## src/rtl/d_cache_pkg.sv

```systemverilog
// Shared geometry, address-field helpers and FSM encoding for the direct-mapped
// write-through data cache.
package d_cache_pkg;
  localparam int WORD_SIZE  = 16;
  localparam int LINE_WORDS = 4;
  localparam int NUM_LINES  = 4;

  localparam int OFF_W   = $clog2(LINE_WORDS);
  localparam int IDX_W   = $clog2(NUM_LINES);
  localparam int TAG_W   = WORD_SIZE - OFF_W - IDX_W;
  localparam int LINE_W  = WORD_SIZE * LINE_WORDS;
  localparam int IDX_LSB = OFF_W;
  localparam int TAG_LSB = OFF_W + IDX_W;

  typedef logic [WORD_SIZE-1:0] word_t;
  typedef logic [LINE_W-1:0]    line_t;
  typedef logic [TAG_W-1:0]     tag_t;
  typedef logic [IDX_W-1:0]     idx_t;
  typedef logic [OFF_W-1:0]     off_t;

  typedef enum logic [1:0] {
    IDLE  = 2'd0,
    FILL  = 2'd1,
    WRITE = 2'd2
  } state_e;

  function automatic off_t addr_off(input word_t a);
    return a[OFF_W-1:0];
  endfunction

  function automatic idx_t addr_idx(input word_t a);
    return a[TAG_LSB-1:IDX_LSB];
  endfunction

  function automatic tag_t addr_tag(input word_t a);
    return a[WORD_SIZE-1:TAG_LSB];
  endfunction

  // Performance counters stick at all-ones instead of wrapping.
  function automatic word_t sat_inc(input word_t v);
    return (v == '1) ? v : v + 1'b1;
  endfunction
endpackage

```

## src/rtl/d_cache_if.sv

```systemverilog
// CPU-side and memory-side signals of the data cache, bundled for port lists.
interface d_cache_if;
  import d_cache_pkg::*;

  // Requesters hold c_readM/c_writeM and operands stable until c_ready; the
  // cache holds m_readM/m_writeM and operands stable until m_ack.
  logic  c_readM;
  logic  c_writeM;
  word_t c_address;
  word_t c_wdata;
  word_t c_rdata;
  logic  c_ready;
  logic  m_readM;
  logic  m_writeM;
  word_t m_address;
  word_t m_wdata;
  line_t m_rdata;
  logic  m_ack;

  modport slave (
    input  c_readM, c_writeM, c_address, c_wdata, m_rdata, m_ack,
    output c_rdata, c_ready, m_readM, m_writeM, m_address, m_wdata
  );

  modport master (
    output c_readM, c_writeM, c_address, c_wdata, m_rdata, m_ack,
    input  c_rdata, c_ready, m_readM, m_writeM, m_address, m_wdata
  );
endinterface

```

## src/rtl/d_cache_array.sv

```systemverilog
// Valid/tag/data storage: combinational read of one line, whole-line fill or
// single-word update on the clock; only the valid bits are reset.
module cache_array
  import d_cache_pkg::*;
(
  input  logic  clk_i,
  input  logic  rst_n_i,
  input  idx_t  rd_idx_i,
  output logic  rd_valid_o,
  output tag_t  rd_tag_o,
  output line_t rd_line_o,
  input  idx_t  wr_idx_i,
  input  logic  fill_en_i,
  input  tag_t  fill_tag_i,
  input  line_t fill_line_i,
  input  logic  word_en_i,
  input  off_t  wr_off_i,
  input  word_t wr_word_i
);
  logic [NUM_LINES-1:0] valid_q;
  tag_t                 tag_q  [NUM_LINES];
  line_t                data_q [NUM_LINES];

  assign rd_valid_o = valid_q[rd_idx_i];
  assign rd_tag_o   = tag_q[rd_idx_i];
  assign rd_line_o  = data_q[rd_idx_i];

  always_ff @(posedge clk_i or negedge rst_n_i) begin
    if (!rst_n_i) begin
      valid_q <= '0;
    end else if (fill_en_i) begin
      valid_q[wr_idx_i] <= 1'b1;
    end
  end

  always_ff @(posedge clk_i) begin
    if (fill_en_i) begin
      tag_q[wr_idx_i]  <= fill_tag_i;
      data_q[wr_idx_i] <= fill_line_i;
    end else if (word_en_i) begin
      data_q[wr_idx_i][int'(wr_off_i)*WORD_SIZE +: WORD_SIZE] <= wr_word_i;
    end
  end
endmodule

```

## src/rtl/d_cache.sv

```systemverilog
// Direct-mapped, write-through, no-write-allocate data cache: hit/miss FSM,
// memory strobes and saturating performance counters.
module d_cache
  import d_cache_pkg::*;
(
  input  logic      Clk,
  input  logic      Reset_N,
  d_cache_if.slave  bus,
  output word_t     hit_count,
  output word_t     miss_count,
  output state_e    state_o
);
  state_e state_q, state_d;
  word_t  addr_q, addr_d;
  word_t  wdata_q, wdata_d;
  word_t  hit_q, hit_d;
  word_t  miss_q, miss_d;
  logic   replay_q, replay_d;

  logic   rd_valid, lookup_hit, fill_en, word_en;
  tag_t   rd_tag;
  line_t  rd_line;
  word_t  rd_addr, rd_word;
  logic   ready, m_rd, m_wr;
  word_t  rdata, m_addr, m_wd;

  // Look up the live CPU address while idle, the latched one while busy.
  assign rd_addr    = (state_q == IDLE) ? bus.c_address : addr_q;
  assign lookup_hit = rd_valid && (rd_tag == addr_tag(rd_addr));
  assign rd_word    = rd_line[int'(addr_off(rd_addr))*WORD_SIZE +: WORD_SIZE];

  cache_array u_array (
    .clk_i       (Clk),
    .rst_n_i     (Reset_N),
    .rd_idx_i    (addr_idx(rd_addr)),
    .rd_valid_o  (rd_valid),
    .rd_tag_o    (rd_tag),
    .rd_line_o   (rd_line),
    .wr_idx_i    (addr_idx(addr_q)),
    .fill_en_i   (fill_en),
    .fill_tag_i  (addr_tag(addr_q)),
    .fill_line_i (bus.m_rdata),
    .word_en_i   (word_en),
    .wr_off_i    (addr_off(addr_q)),
    .wr_word_i   (wdata_q)
  );

  always_comb begin
    state_d  = state_q;
    addr_d   = addr_q;
    wdata_d  = wdata_q;
    hit_d    = hit_q;
    miss_d   = miss_q;
    replay_d = 1'b0;
    ready    = 1'b0;
    rdata    = '0;
    m_rd     = 1'b0;
    m_wr     = 1'b0;
    m_addr   = '0;
    m_wd     = '0;
    fill_en  = 1'b0;
    word_en  = 1'b0;
    unique case (state_q)
      IDLE: begin
        if (bus.c_writeM) begin
          addr_d  = bus.c_address;
          wdata_d = bus.c_wdata;
          state_d = WRITE;
          if (lookup_hit) hit_d = sat_inc(hit_q);
          else            miss_d = sat_inc(miss_q);
        end else if (bus.c_readM) begin
          if (lookup_hit) begin
            ready = 1'b1;
            rdata = rd_word;
            // The hit that completes a refilled read was already counted as a miss.
            if (!replay_q) hit_d = sat_inc(hit_q);
          end else begin
            miss_d  = sat_inc(miss_q);
            addr_d  = bus.c_address;
            state_d = FILL;
          end
        end
      end
      FILL: begin
        m_rd   = 1'b1;
        m_addr = {addr_tag(addr_q), addr_idx(addr_q), {OFF_W{1'b0}}};
        if (bus.m_ack) begin
          fill_en  = 1'b1;
          replay_d = 1'b1;
          state_d  = IDLE;
        end
      end
      WRITE: begin
        m_wr   = 1'b1;
        m_addr = addr_q;
        m_wd   = wdata_q;
        if (bus.m_ack) begin
          ready   = 1'b1;
          word_en = lookup_hit;
          state_d = IDLE;
        end
      end
      default: state_d = IDLE;
    endcase
  end

  always_ff @(posedge Clk or negedge Reset_N) begin
    if (!Reset_N) begin
      state_q  <= IDLE;
      addr_q   <= '0;
      wdata_q  <= '0;
      hit_q    <= '0;
      miss_q   <= '0;
      replay_q <= 1'b0;
    end else begin
      state_q  <= state_d;
      addr_q   <= addr_d;
      wdata_q  <= wdata_d;
      hit_q    <= hit_d;
      miss_q   <= miss_d;
      replay_q <= replay_d;
    end
  end

  assign bus.c_ready   = ready;
  assign bus.c_rdata   = rdata;
  assign bus.m_readM   = m_rd;
  assign bus.m_writeM  = m_wr;
  assign bus.m_address = m_addr;
  assign bus.m_wdata   = m_wd;
  assign hit_count     = hit_q;
  assign miss_count    = miss_q;
  assign state_o       = state_q;
endmodule

```

## src/flat_wrapper.sv

```systemverilog
// flat-port wrapper written by rule: the top's interface ports become plain ports
module d_cache_flat import d_cache_pkg::*;
  (Clk, Reset_N, hit_count, miss_count, state_o, bus_c_readM, bus_c_writeM, bus_c_address, bus_c_wdata, bus_m_rdata, bus_m_ack, bus_c_rdata, bus_c_ready, bus_m_readM, bus_m_writeM, bus_m_address, bus_m_wdata);
  d_cache_if bus_i ();
  input  logic Clk;
  input  logic Reset_N;
  output word_t hit_count;
  output word_t miss_count;
  output state_e state_o;
  input wire logic [$bits(bus_i.c_readM)-1:0] bus_c_readM;
  input wire logic [$bits(bus_i.c_writeM)-1:0] bus_c_writeM;
  input wire logic [$bits(bus_i.c_address)-1:0] bus_c_address;
  input wire logic [$bits(bus_i.c_wdata)-1:0] bus_c_wdata;
  input wire logic [$bits(bus_i.m_rdata)-1:0] bus_m_rdata;
  input wire logic [$bits(bus_i.m_ack)-1:0] bus_m_ack;
  output wire logic [$bits(bus_i.c_rdata)-1:0] bus_c_rdata;
  output wire logic [$bits(bus_i.c_ready)-1:0] bus_c_ready;
  output wire logic [$bits(bus_i.m_readM)-1:0] bus_m_readM;
  output wire logic [$bits(bus_i.m_writeM)-1:0] bus_m_writeM;
  output wire logic [$bits(bus_i.m_address)-1:0] bus_m_address;
  output wire logic [$bits(bus_i.m_wdata)-1:0] bus_m_wdata;
  assign bus_i.c_readM = bus_c_readM;
  assign bus_i.c_writeM = bus_c_writeM;
  assign bus_i.c_address = bus_c_address;
  assign bus_i.c_wdata = bus_c_wdata;
  assign bus_i.m_rdata = bus_m_rdata;
  assign bus_i.m_ack = bus_m_ack;
  assign bus_c_rdata = bus_i.c_rdata;
  assign bus_c_ready = bus_i.c_ready;
  assign bus_m_readM = bus_i.m_readM;
  assign bus_m_writeM = bus_i.m_writeM;
  assign bus_m_address = bus_i.m_address;
  assign bus_m_wdata = bus_i.m_wdata;
  d_cache u_core (.Clk(Clk), .Reset_N(Reset_N), .bus(bus_i), .hit_count(hit_count), .miss_count(miss_count), .state_o(state_o));
endmodule
```

## config.mk

```make
export PLATFORM = sky130hd
export DESIGN_NAME = d_cache_flat
export DESIGN_NICKNAME = d
export VERILOG_FILES = /design/src/rtl/d_cache_pkg.sv /design/src/rtl/d_cache_if.sv /design/src/rtl/d_cache_array.sv /design/src/rtl/d_cache.sv /design/src/flat_wrapper.sv
export SDC_FILE = /design/constraint.sdc
export NUM_CORES = 1
export LEC_CHECK = 0
export ABC_AREA = 1
export CAP_MARGIN = 20
export CORE_UTILIZATION = 55
export CTS_BUF_LIST = sky130_fd_sc_hd__clkbuf_4
export DETAILED_ROUTE_END_ITERATION = 8
export PLACE_DENSITY = 0.78
export SLEW_MARGIN = 10
export SYNTH_ARGS = -nofsm -noshare
export SYNTH_HDL_FRONTEND = slang
export SYNTH_SLANG_ARGS = --single-unit
```

## constraint.sdc

```tcl
create_clock -name Clk -period 6.3 [get_ports Clk]
set_input_delay 1.26 -clock Clk [delete_from_list [all_inputs] [get_ports Clk]]
set_output_delay 1.26 -clock Clk [all_outputs]
set_load 0.02 [all_outputs]
```

==> results.toml, run 1 <==
[sta]
least_margin_pin_slew_ns = 0.9710
max_freq_mhz = 168.0
post-route-worst-setup-slack_ns = 0.3485
final.min_clock_period_ns = 5.952
finClkSkew_ns = 0.06847
setup_total_negative_slack_ns = 0
finalHoldViolCount = 0
final.period_utilization_pct = 94.47
report.final.setup_viol = 0
relSlewSlack_pct = 35.27
setup_repair_after_global_routing_missed_its_margin = "no"
slew_violations = 0
fin_hold_ws_ns = 0.4611

[power_and_ir_drop]
p_leak_uw = 0.008431
total_power_uw = 9574
power_density_nw_per_um2 = 448.5
ir_worst_vdd_uv = 347.7

[global_routing]
grt_max_degree = 89
overflow = 0
grt_use_total_pct = 30.74
grt_antenna_before_repair = 1
grt_pass1_wl_um = 77050
first_global_vias = 13990

[routing]
via_count_normalized_by_instance_count = 5.671
route.vias.total = 14570
drt_pre_antenna_iters = 8
drtIter0Drc = 1585
final_antenna_net_count = 0
drt-total-wl_um = 50480
dr_drc_count = 0
detail_route.wl_per_cell_um = 19.65

[logic_synthesis]
synth_seq_cells = 375
post_synth.cell_area_avg_um2 = 9.770
synth_ff_type = "sky130_fd_sc_hd__edfxtp_1"
mappedNetlistArea_um2 = 17880
edff_count_synth = 304
yosys.area.top_type_share_pct = 51.06
synth_async_sr_flop_share_pct = 18.93
synth_warnings = 0
yosysSeqAreaShare_pct = 60.99
synth.area.top_cells = "sky130_fd_sc_hd__edfxtp_1 51%, sky130_fd_sc_hd__nand2_1 10%, sky130_fd_sc_hd__dfrtp_1 9.9%, sky130_fd_sc_hd__o21ai_0 3.8%, sky130_fd_sc_hd__nand3_1 3.8%"
yosysUniqueCellTypes = 47
synthDominantAreaCellType = "sky130_fd_sc_hd__edfxtp_1"
synth_nets = 1941
count_of_mapped_cells_out_of_synthesis = 1830

[clocking]
clkSlewWorstSetupHoldPaths_ns = 0.06
clockBufferDepth = 3
postCtsSetupBuffers = 0
clkLatencyLatePin_ns = 0.76
tritoncts_clock_tree = "done"
clock_tree.root_cell = "sky130_fd_sc_hd__clkbuf_4"
holdBufCountCts = 0
clkSinkCount = 375
cts_htree_levels = 3
resized_cells_post_cts = 0
cts_made_buffers = 94

[worst_setup_path]
critical_path_required_ns = 5.04
reg2reg_setup_slack_ns = 2.21
end_kind = "primary output"
worstSetupStartpointType = "register"
crit_path_max_fanout = 20
worstPathArrival_ns = 4.69
crit-reg2reg-capture = "u_core.u_array.data_q[3][28]$_DFFE_PP_"
worstRegToRegCells = 13
setup_crit_path_kind = "register to primary output"
reg2reg_from = "u_core.state_o[0]$_DFFE_PN0P_"

[place]
buffer_ports.inserted = 185
post-dp-hpwl_um = 34300
place.detailed.instances = 2394
gpl.final_weighted_congestion = 0.9094
place_ws_ns = 0.4167

[min_path]
class_of_the_most_critical_hold_timing_path = "register to register"
hold_path_cells = 2
end_of_the_worst_hold_path = "u_core.u_array.valid_q[3]$_DFFE_PN0P_"
hold_path.startpoint = "u_core.u_array.valid_q[3]$_DFFE_PN0P_"

[die]
start_util_pct = 56.23
core_region_area_um2 = 31800
die_ar_um2 = 33230
die_height_um = 182.3
die_w_um = 182.3
io_pins = 186
fp-row-count = 65

[outcome]
status = "complete, no violations"

[final_layout]
layout.cells.most_common_list = "478 x sky130_fd_sc_hd__nand2_1, 304 x sky130_fd_sc_hd__edfxtp_1, 184 x sky130_fd_sc_hd__clkdlybuf4s50_1"
growth_of_design_area_from_synthesis_to_finish_pct = 19.40
nets = 2167
leading_cell_type_in_the_layout_fill_and_taps_excluded = "sky130_fd_sc_hd__nand2_1"
ratio_of_cells_with_drive_above_1_in_the_final_layout_pct = 11.72
non_filler_cells_in_the_finished_layout = 2569

[run]
maxCapViolations = 0
==> sequential cells by signal, summed over array words and instances, names as in the netlist <==
signal / cells
u_core.hit_count: 16
u_core.u_array.tag_q: 48
u_core.addr_q: 16
u_core.u_array.valid_q: 4
u_core.miss_count: 16
u_core.u_array.data_q: 256
u_core.wdata_q: 16
u_core.state_o: 2
u_core.replay_q: 1
==> critical path: stages, from the launching register on <==
cell and delay (ns):
sky130_fd_sc_hd__dfrtp_1 0.42, sky130_fd_sc_hd__inv_1 0.09, sky130_fd_sc_hd__ha_2 0.29, sky130_fd_sc_hd__buf_4 0.24
sky130_fd_sc_hd__o21ai_4 0.56, sky130_fd_sc_hd__nand3_1 0.22, sky130_fd_sc_hd__nand2_1 0.13, sky130_fd_sc_hd__nand2_1 0.05
sky130_fd_sc_hd__nand2_1 0.11, sky130_fd_sc_hd__nand3_2 0.14, sky130_fd_sc_hd__nor2_8 0.24, sky130_fd_sc_hd__nand2_4 0.12
sky130_fd_sc_hd__nor2_4 0.12, sky130_fd_sc_hd__nand3_4 0.32, sky130_fd_sc_hd__nor2_1 0.23, sky130_fd_sc_hd__clkdlybuf4s50_1 0.63
==> stage by stage <==
stage	util (%)	cell area [µm²]
2_1_floorplan	-	17880
4_1_cts	67.09	21330
5_1_grt	67.13	21350
6_report	67.13	21350
3_5_place_dp	63.33	20140
3_3_place_gp	63.33	20140
==> how the worst max path moves through the flow <==
| stage | to | from | slack [ns] |
|---|---|---|---|
| detailed placement | bus_c_rdata[1] | bus_c_address[3] | 0.42 |
| CTS | bus_c_rdata[1] | u_core.state_o[0]$_DFFE_PN0P_ | 0.17 |
| floorplan | bus_c_ready | bus_c_address[2] | 2.04 |
| finish | bus_c_rdata[3] | u_core.state_o[0]$_DFFE_PN0P_ | 0.35 |
| global placement | bus_c_rdata[12] | bus_c_address[3] | 0.50 |
| global route | bus_c_rdata[3] | u_core.state_o[0]$_DFFE_PN0P_ | 0.02 |
==> synthesized netlist by cell type, types with 2 or more instances <==
master and instances:
sky130_fd_sc_hd__nand2_1 478, sky130_fd_sc_hd__edfxtp_1 304, sky130_fd_sc_hd__nor2_1 167, sky130_fd_sc_hd__o21ai_0 136, sky130_fd_sc_hd__nand3_1 135, sky130_fd_sc_hd__inv_1 119, sky130_fd_sc_hd__o21ai_1 76, sky130_fd_sc_hd__clkbuf_1 71
sky130_fd_sc_hd__dfrtp_1 71, sky130_fd_sc_hd__o22ai_1 50, sky130_fd_sc_hd__a21oi_1 30, sky130_fd_sc_hd__a32o_1 14, sky130_fd_sc_hd__o211ai_1 14, sky130_fd_sc_hd__xor2_1 14, sky130_fd_sc_hd__nand4_1 12, sky130_fd_sc_hd__nor3_1 12
sky130_fd_sc_hd__buf_2 10, sky130_fd_sc_hd__ha_1 10, sky130_fd_sc_hd__nand3_2 10, sky130_fd_sc_hd__nor2_4 10, sky130_fd_sc_hd__buf_6 8, sky130_fd_sc_hd__nand2_2 7, sky130_fd_sc_hd__or2_1 7, sky130_fd_sc_hd__or2_2 7
sky130_fd_sc_hd__buf_4 6, sky130_fd_sc_hd__inv_2 6, sky130_fd_sc_hd__xnor2_1 6, sky130_fd_sc_hd__nand3b_1 5, sky130_fd_sc_hd__buf_1 4, sky130_fd_sc_hd__nand4_4 4, sky130_fd_sc_hd__nor4_1 4, sky130_fd_sc_hd__nand2_4 3
sky130_fd_sc_hd__nor2_8 3, sky130_fd_sc_hd__and2_1 2, sky130_fd_sc_hd__nor2_2 2, sky130_fd_sc_hd__o21ai_2 2
==> logic make-up after synthesis <==
logic type / count (synthesis) / synth area share [%]
xor gates and xnor gates: 20 / 0.9797
adders and majority gates: 10 / 0.6998
and+or+nand+nor: 872 / 21.72
DFF: 375 / 60.99
AOI/OAI and AO/OA: 326 / 10.22
buffers and inverters: 227 / 5.388
==> layout make-up <==
class,instances,area [µm²]
Tap cell,435,544.3
Clock inverter,38,181.4
Multi-Input combinational cell,1228,6032
Fill cell,2477,10450
Timing Repair Buffer,230,2187
Inverter,127,481.7
Antenna cell,1,2.502
Sequential cell,375,10910
Clock buffer,135,1013
==> routing by layer <==
metal	track usage (%)	up-vias	wire, µm
met5	0	-	0
met2	51.45	754	24730
met3	6.246	106	4378
met1	38.41	6910	19470
met4	14.59	0	1897
li1	-	6799	-
==> report_power, final <==
part / internal, µW / switching, µW / leakage [µW]
clock network: 1030 / 964 / 0.000708
registers: 3010 / 219 / 0.00364
logic: 1280 / 3070 / 0.00408
total: 5320 / 4250 / 0.00843
No activity file was read; power rests on OpenSTA's default activity.
==> run 2: changes to the inputs <==
--- a/config.mk
+++ b/config.mk
@@ -10,7 +10,9 @@
 export CORE_UTILIZATION = 55
 export CTS_BUF_LIST = sky130_fd_sc_hd__clkbuf_4
 export DETAILED_ROUTE_END_ITERATION = 8
-export PLACE_DENSITY = 0.78
+export DONT_BUFFER_PORTS = 1
+export PLACE_DENSITY = 0.7
+export SKIP_LAST_GASP = 1
 export SLEW_MARGIN = 10
 export SYNTH_ARGS = -nofsm -noshare
 export SYNTH_HDL_FRONTEND = slang
==> results.toml, run 2 (synthesis gave the netlist of run 1 again) <==
[power_and_ir_drop]
total_power_uw = 9273
combPwrFrac_pct = 43.3
power.sequential.fraction_pct = 35.2
power.clock.fraction_pct = 21.5
p_switching_uw = 4197
ir_worst_vdd_uv = 409.6
p_sw_share_pct = 45.27
p_leak_uw = 0.007751
power_density_nw_per_um2 = 475.2
power_report.internal_total_uw = 5075

[global_routing]
grt_antenna_before_repair = 2
first_global_vias = 12830
grt_use_total_pct = 29.25
grt.busiest_layer = "met2"
overflow = 0
groute.layer.met3.usage_pct = 7.124
grtUsageMet1_pct = 36.77
grt_util_met2_pct = 46.80
grt_max_degree = 111
grt_pass1_wl_um = 72770

[final_layout]
ff_latch_area_um2 = 10910
layout.cells.most_common_list = "478 x sky130_fd_sc_hd__nand2_1, 304 x sky130_fd_sc_hd__edfxtp_1, 167 x sky130_fd_sc_hd__nor2_1"
nets = 1983
non_filler_cells_in_the_finished_layout = 2384
multiInputGateArea_um2 = 6031
growth_of_design_area_from_synthesis_to_finish_pct = 9.125
nFillCells = 2680
max_ffs_per_register = 256
biggestRegsByFlops = "u_core.u_array.data_q: 256 flops, u_core.u_array.tag_q: 48 flops"
top_register = "u_core.u_array.data_q"
ratio_of_cells_with_drive_above_1_in_the_final_layout_pct = 13.10
leading_cell_type_in_the_layout_fill_and_taps_excluded = "sky130_fd_sc_hd__nand2_1"

[sta]
finClkSkew_ns = 0.07113
report.final.setup_viol = 0
finalHoldViolCount = 0
max_freq_mhz = 170.7
slew_violations = 0
relSlewSlack_pct = 26.75
final.period_utilization_pct = 92.98
final.min_clock_period_ns = 5.858
least_margin_pin_slew_ns = 1.099
fin_hold_ws_ns = 0.2234
setup_total_negative_slack_ns = 0
setup_repair_after_global_routing_missed_its_margin = "no"

[run]
maxCapViolations = 0

[worst_setup_path]
reg2reg_setup_slack_ns = 1.62
end_kind = "primary output"
critical_path_required_ns = 5.04
crit_path_end = "bus_c_rdata[3]"
crit-reg2reg-capture = "u_core.u_array.data_q[2][34]$_DFFE_PP_"
crit_path_max_fanout = 63
worstRegToRegCells = 14
crit_start = "u_core.state_o[0]$_DFFE_PN0P_"
worstSetupStartpointType = "register"
reg2reg_from = "u_core.state_o[0]$_DFFE_PN0P_"
setup_crit_path_kind = "register to primary output"
worstPathArrival_ns = 4.60

[outcome]
status = "complete, no violations"

[clocking]
cts_made_buffers = 94
holdBufCountCts = 0
clockBufferDepth = 3
resized_cells_post_cts = 0
clkLatencyLatePin_ns = 0.75
clkSlewWorstSetupHoldPaths_ns = 0.07
cts_htree_levels = 3
clkSinkCount = 375
postCtsSetupBuffers = 0
clock_tree.root_cell = "sky130_fd_sc_hd__clkbuf_4"
tritoncts_clock_tree = "done"

[routing]
route.vias.total = 13630
dr_drc_count = 0
via_count_normalized_by_instance_count = 5.718
drt_pre_antenna_iters = 5
drtIter0Drc = 1414
drt-total-wl_um = 48430
final_antenna_net_count = 0
detail_route.wl_per_cell_um = 20.32

[die]
fp-row-count = 65
start_util_pct = 56.23
die_ar_um2 = 33230
core_region_area_um2 = 31800
die_w_um = 182.3
die_height_um = 182.3
io_pins = 186

[place]
buffer_ports.inserted = 0
gpl.final_weighted_congestion = 0.9674
place.detailed.instances = 2210
post-dp-hpwl_um = 32530

[min_path]
class_of_the_most_critical_hold_timing_path = "input port to asynchronous set/reset pin"
## run 2: cell count changes in the layout (fill, tap and decap cells not counted), moves of 2 or more
cell / delta
sky130_fd_sc_hd__clkbuf_4: +3
sky130_fd_sc_hd__clkdlybuf4s50_1: -184
sky130_fd_sc_hd__clkinv_1: -8
sky130_fd_sc_hd__clkinv_2: +2
sky130_fd_sc_hd__clkinv_4: -2
sky130_fd_sc_hd__clkinvlp_4: +3
sky130_fd_sc_hd__inv_6: +2
## run 2: layout make-up
class	instances	area share (%)
antenna	2	0.02565
clock buffer	138	5.310
clock inverter	33	0.7695
inverter	127	2.469
multi-input combinational	1228	30.91
sequential	375	55.89
tap	435	2.790
timing repair buffer	46	1.834
## run 2: worst min-delay path by stage
| stage | cells past startpoint | slack [ns] | from | end |
|---|---|---|---|---|
| CTS | 0 | 0.17 | Reset_N | u_core.addr_q[9]$_DFFE_PN0P_ |
| global route | 0 | 0.18 | Reset_N | u_core.miss_count[13]$_DFFE_PN0P_ |
| global placement | 2 | 0.44 | u_core.u_array.valid_q[2]$_DFFE_PN0P_ | u_core.u_array.valid_q[2]$_DFFE_PN0P_ |
| finish | 0 | 0.22 | Reset_N | u_core.miss_count[9]$_DFFE_PN0P_ |
| detailed placement | 2 | 0.45 | u_core.u_array.valid_q[2]$_DFFE_PN0P_ | u_core.u_array.valid_q[2]$_DFFE_PN0P_ |
| floorplan | 2 | 0.43 | u_core.u_array.valid_q[2]$_DFFE_PN0P_ | u_core.u_array.valid_q[2]$_DFFE_PN0P_ |
## run 2: critical path, stage by stage (launching register included)
cell                      delay (ns)
sky130_fd_sc_hd__dfrtp_1        0.50
sky130_fd_sc_hd__inv_1          0.11
sky130_fd_sc_hd__ha_1           0.35
sky130_fd_sc_hd__inv_6          0.21
sky130_fd_sc_hd__nand2_4        0.12
sky130_fd_sc_hd__nand2_4        0.59
sky130_fd_sc_hd__o21ai_1        0.15
sky130_fd_sc_hd__o21ai_2        0.37
sky130_fd_sc_hd__nand2_1        0.09
sky130_fd_sc_hd__inv_1          0.07
sky130_fd_sc_hd__nand3_2        0.11
sky130_fd_sc_hd__nor2_8         0.22
sky130_fd_sc_hd__nand2_4        0.12
sky130_fd_sc_hd__nor2_4         0.12
sky130_fd_sc_hd__nand3_4        0.33
sky130_fd_sc_hd__nor2_1         0.23
sky130_fd_sc_hd__buf_4          0.17
## run 2: stage by stage
stage / cell area, µm² / util, % / setup slack, ns
floorplan: 17880 / - / 2.042
global placement: 18310 / 57.59 / 1.161
detailed placement: 18310 / 57.59 / 1.065
CTS: 19500 / 61.32 / 0.4321
global route: 19510 / 61.36 / 0.1393
finish: 19510 / 61.36 / 0.4423
## run 2: per-layer routing
layer / routed length [µm] / share of wire (%)
met5: 14 / 0.029
met4: 2388 / 4.9
met3: 4564 / 9.4
met2: 22720 / 47
met1: 18750 / 39
## run 2: power groups by stage
stage          clock [µW]  combinational [µW]  sequential (µW)
3_3_place_gp            0                3900             3300
4_1_cts              2020                3970             3260
5_1_grt              2150                4390             3290
2_1_floorplan           0                2880             3240
6_report             1990                4020             3270
3_5_place_dp            0                3950             3310
